--- src/rtl/mem_arbiter2.sv ---
// Two-master arbiter in front of a single-port synchronous memory; one access per 3 cycles.
// Build option: define MEM_ARB_ROUND_ROBIN_EN for round-robin arbitration (default is fixed priority, master 0 first).
module mem_arbiter2 (
  input  logic        clk,
  input  logic        reset,
  input  logic        m0_req,
  input  logic [31:0] m0_addr,
  input  logic [31:0] m0_wdata,
  input  logic        m0_we,
  input  logic [3:0]  m0_wmask,
  input  logic        m1_req,
  input  logic [31:0] m1_addr,
  input  logic [31:0] m1_wdata,
  input  logic        m1_we,
  input  logic [3:0]  m1_wmask,
  output logic        m0_gnt,
  output logic        m1_gnt,
  output logic        m0_ack,
  output logic        m1_ack,
  output logic [31:0] rdata,
  output logic [31:0] mem_addr,
  output logic [31:0] mem_wdata,
  output logic        mem_we,
  output logic [3:0]  mem_wmask,
  input  logic [31:0] mem_rdata
);
  typedef enum logic [1:0] {IDLE, ACCESS, RESP} state_t;

  typedef struct packed {
    logic [31:0] addr;
    logic [31:0] wdata;
    logic        we;
    logic [3:0]  wmask;
  } memReq_t;

  state_t  state, stateNext;
  memReq_t lat;
  logic    winner;
  logic    grantNow;
  logic    pick;

  assign grantNow = (state == IDLE) && (m0_req || m1_req);

`ifdef MEM_ARB_ROUND_ROBIN_EN
  // prio names the master that wins a tie; it flips away from each winner
  logic prio;
  assign pick = (m0_req && m1_req) ? prio : m1_req;

  always_ff @(posedge clk) begin
    if (reset)         prio <= 1'b0;
    else if (grantNow) prio <= !pick;
  end
`else
  assign pick = !m0_req;
`endif

  always_comb begin
    stateNext = state;
    case (state)
      IDLE:    if (grantNow) stateNext = ACCESS;
      ACCESS:  stateNext = RESP;
      RESP:    stateNext = IDLE;
      default: stateNext = IDLE;
    endcase
  end

  always_ff @(posedge clk) begin
    if (reset) begin
      state  <= IDLE;
      lat    <= '0;
      winner <= 1'b0;
      m0_gnt <= 1'b0;
      m1_gnt <= 1'b0;
      m0_ack <= 1'b0;
      m1_ack <= 1'b0;
      rdata  <= '0;
    end else begin
      state  <= stateNext;
      m0_gnt <= grantNow && !pick;
      m1_gnt <= grantNow && pick;
      // memory read data lands during RESP, so ack and rdata go out together next cycle
      m0_ack <= (state == RESP) && !winner;
      m1_ack <= (state == RESP) && winner;
      if (state == RESP) rdata <= mem_rdata;
      if (grantNow) begin
        winner <= pick;
        lat    <= pick ? {m1_addr, m1_wdata, m1_we, m1_wmask}
                       : {m0_addr, m0_wdata, m0_we, m0_wmask};
      end
    end
  end

  assign mem_addr  = lat.addr;
  assign mem_wdata = lat.wdata;
  assign mem_we    = (state == ACCESS) && lat.we;
  assign mem_wmask = mem_we ? lat.wmask : 4'b0000;
endmodule

--- config.mk ---
export PLATFORM = sky130hd
export DESIGN_NAME = mem_arbiter2
export DESIGN_NICKNAME = d
export VERILOG_FILES = /design/src/rtl/mem_arbiter2.sv
export SDC_FILE = /design/constraint.sdc
export NUM_CORES = 1
export LEC_CHECK = 0
export CORE_ASPECT_RATIO = 0.7
export CORE_MARGIN = 2
export CORE_UTILIZATION = 30
export DETAILED_ROUTE_END_ITERATION = 12
export PLACE_DENSITY = 0.68
export SYNTH_ARGS = -nofsm -noshare
export SYNTH_HDL_FRONTEND = slang
export SYNTH_SLANG_ARGS = --single-unit
--- constraint.sdc ---
create_clock -name clk -period 3.2 [get_ports clk]
set_input_delay 0.8 -clock clk [delete_from_list [all_inputs] [get_ports clk]]
set_output_delay 0.8 -clock clk [all_outputs]
set_load 0.005 [all_outputs]
==> flow_summary.ini <==
[logic_synthesis]
synthMuxAreaShare = 0.136
synth_warnings = 0
synth_fp_nets = 635
synth_top_area_frac = 0.424
synth-simple-area-share = 0.0643
post-synth-top-area-cell = dfxtp_1
synth_seq_area_share = 0.424
yosys.area_share.xor_xnor = 0
synth_top_family_by_area = compound AO/OA/AOI/OAI gates
synthCells = 461
synth_cell_types = 23
ys_top_cells_by_area = dfxtp_1 42%, o2bb2ai_2 20%, mux2i_1 14%
async_flop_share = 0
synth.cell_area_um2 = 5100
avgSynthCellArea_um2 = 11.1
synth-main-ff-cell = dfxtp_1
synth-compound-area-share = 0.237
synth_edf_count = 0
synthAdderAreaFrac = 0
ys_ff_latch = 108

[drt]
viasPerCell = 4.47
wl_um = 13900
final_antenna_net_count = 0
drt_iter0_drc = 91
num_vias = 3959
drc_errors = 0
wire_per_inst_um = 15.6
firstDrtPassIters = 4

[hold_path]
hp-class = reg2reg

[clocking]
cts_buffers = 9
post-cts-setup-buffers = 0
path_clk_slew_ps = 70
cts_sinks = 108
root_buffer = clkbuf_16
clock_path_buffers = 2
h-tree-depth = 3
ctsHoldBuffers = 0
insertion_delay_ps = 350
postCtsResizedCells = 0
cts_tree = done

[place]
io_buffers = 278
dpl_cell_area_um2 = 7530
place_hpwl_um = 10800
place_ws_ps = 380
place_congestion = 0.818

[worst_setup_path]
worst_ep_arrival_time_ps = 1720
worstPathRequired_ps = 2400
worstPathMaxFanout = 6
worstSetupStartpointType = register
critical_path_class = reg2out
end_kind = primary output

[global_routing]
grt_pass1_wl_um = 22100
grt_pass1_vias = 4250
grt_max_degree = 48
grt_overflow = 0
grt.total_usage = 0.153
antenna_found_initial = 0

[die]
rows = 39
fp.dieW_um = 160
die_area_um2 = 18100
die_y_um = 113
core-area_um2 = 16500
ios = 279
initial_utilization = 0.309

[layout]
nets = 830
drive_above_1_share = 0.142
final_cell_area_um2 = 7820
antenna_cells = 0
area.growth.synth_to_final_pct = 53.4

[run_status]
status = completed

[sta]
rsz0062_at_grt = false
fin_setup_tns_ps = 0
setup_viol = 0
min_period_ps = 2520
worstMarginPinSlew_ps = 1240
finalCritPeriodShare = 0.788
maxSlewHeadroom = 0.171
report.final.hold_viol_count = 0
fin_ws_ps = 680
fin_skew_ps = 8.82
hold_slack_ps = 453
slew_viol_final = 0
max_freq_mhz = 397

[power_and_ir_drop]
finalPower_mw = 3.33
max-vdd-ir-drop_mv = 0.249
power_leakage_nw = 2.91
powerDensity_nw_per_um2 = 426

[flow_run]
max-cap-violations = 0
[worst paths after layout]
| kind | startpoint | end | slack, ps | cells after the start |
|---|---|---|---|---|
| min reg2reg | rdata[28]$_SDFFE_PP0N_ | rdata[28]$_SDFFE_PP0N_ | 450 | 2 |
| max reg2reg | state[0]$_SDFFE_PP0P_ | rdata[22]$_SDFFE_PP0N_ | 1400 | 3 |
| max | state[0]$_SDFFE_PP0P_ | mem_wmask[2] | 680 | 3 |
| min | rdata[28]$_SDFFE_PP0N_ | rdata[28]$_SDFFE_PP0N_ | 450 | 2 |
[placed cells by master (no fill, tap or decap)]
cell type / count
clkinvlp_4: 1
o31a_2: 1
nor3b_1: 1
buf_12: 2
inv_2: 1
nand2_1: 64
o2bb2ai_2: 68
inv_1: 2
clkbuf_16: 9
or4_4: 1
clkdlybuf4s50_1: 277
inv_6: 3
and2_1: 4
nor3_1: 1
and3_1: 1
a21oi_1: 32
clkbuf_8: 1
and3b_1: 1
a22o_1: 1
o2bb2ai_1: 1
nand2b_1: 1
buf_4: 5
nor2b_2: 1
nor2_1: 3
clkbuf_1: 1
mux2i_1: 69
dfxtp_1: 108
clkinv_4: 1
[critical path, cell delays in order (launching register included)]
cell and delay, ps:
dfxtp_1 420, and3b_1 290, and2_1 150, clkdlybuf4s50_1 530
[cell type report]
type / instances / area (um2)
clock buffers: 11 / 243
flip-flops and latches: 108 / 2160
clock inverters: 5 / 42.5
well taps: 225 / 282
repair buffers: 284 / 2850
multi-input cells: 250 / 2230
inverters: 3 / 11.3
fillers: 1508 / 8670
[power breakdown]
part	leakage (nW)	internal, mW	switching, mW	total, mW
Sequential	0.886	1.45	0.0741	1.52
Combinational	1.89	0.465	0.276	0.741
Clock	0.137	0.560	0.509	1.07
Total	2.91	2.47	0.859	3.33
[flip-flops by register name, summed over array words and instances, names as in the netlist]
register	cells
m1_ack	1
lat	5
mem_wdata	32
m1_gnt	1
mem_addr	32
state	2
rdata	32
m0_ack	1
m0_gnt	1
winner	1
[cell usage after synthesis (2+ instances only)]
master	number
a21oi_1	32
buf_2	11
clkbuf_1	15
mux2i_1	69
dfxtp_1	108
nand2_1	64
nor2_1	3
and2_1	4
inv_1	2
o2bb2ai_2	68
buf_4	66
buf_6	8
[through the flow]
stage,utilization,instances
2_1_floorplan,-,461
3_3_place_gp,0.457,870
3_5_place_dp,0.457,870
4_1_cts,0.474,886
5_1_grt,0.474,886
6_report,0.474,886
[per-layer routing]
layer / vias up / wire length, um / GRT usage / share of wire
met4: 0 / 199 / 0.0402 / 0.014
met3: 15 / 1030 / 0.0513 / 0.074
li1: 1942 / - / - / -
met2: 150 / 6550 / 0.260 / 0.47
met5: - / 0 / 0 / 0
met1: 1852 / 6080 / 0.187 / 0.44
[logic make-up (layout without fill, tap and decap cells)]
logic type	Yosys count	in the layout
AO/OA/AOI/OAI	103	103
buffers and inverters	103	303
flip-flops	108	108
multiplexers	69	69
AND/OR/NAND/NOR	78	78
Power figures use the tool's default switching activity.
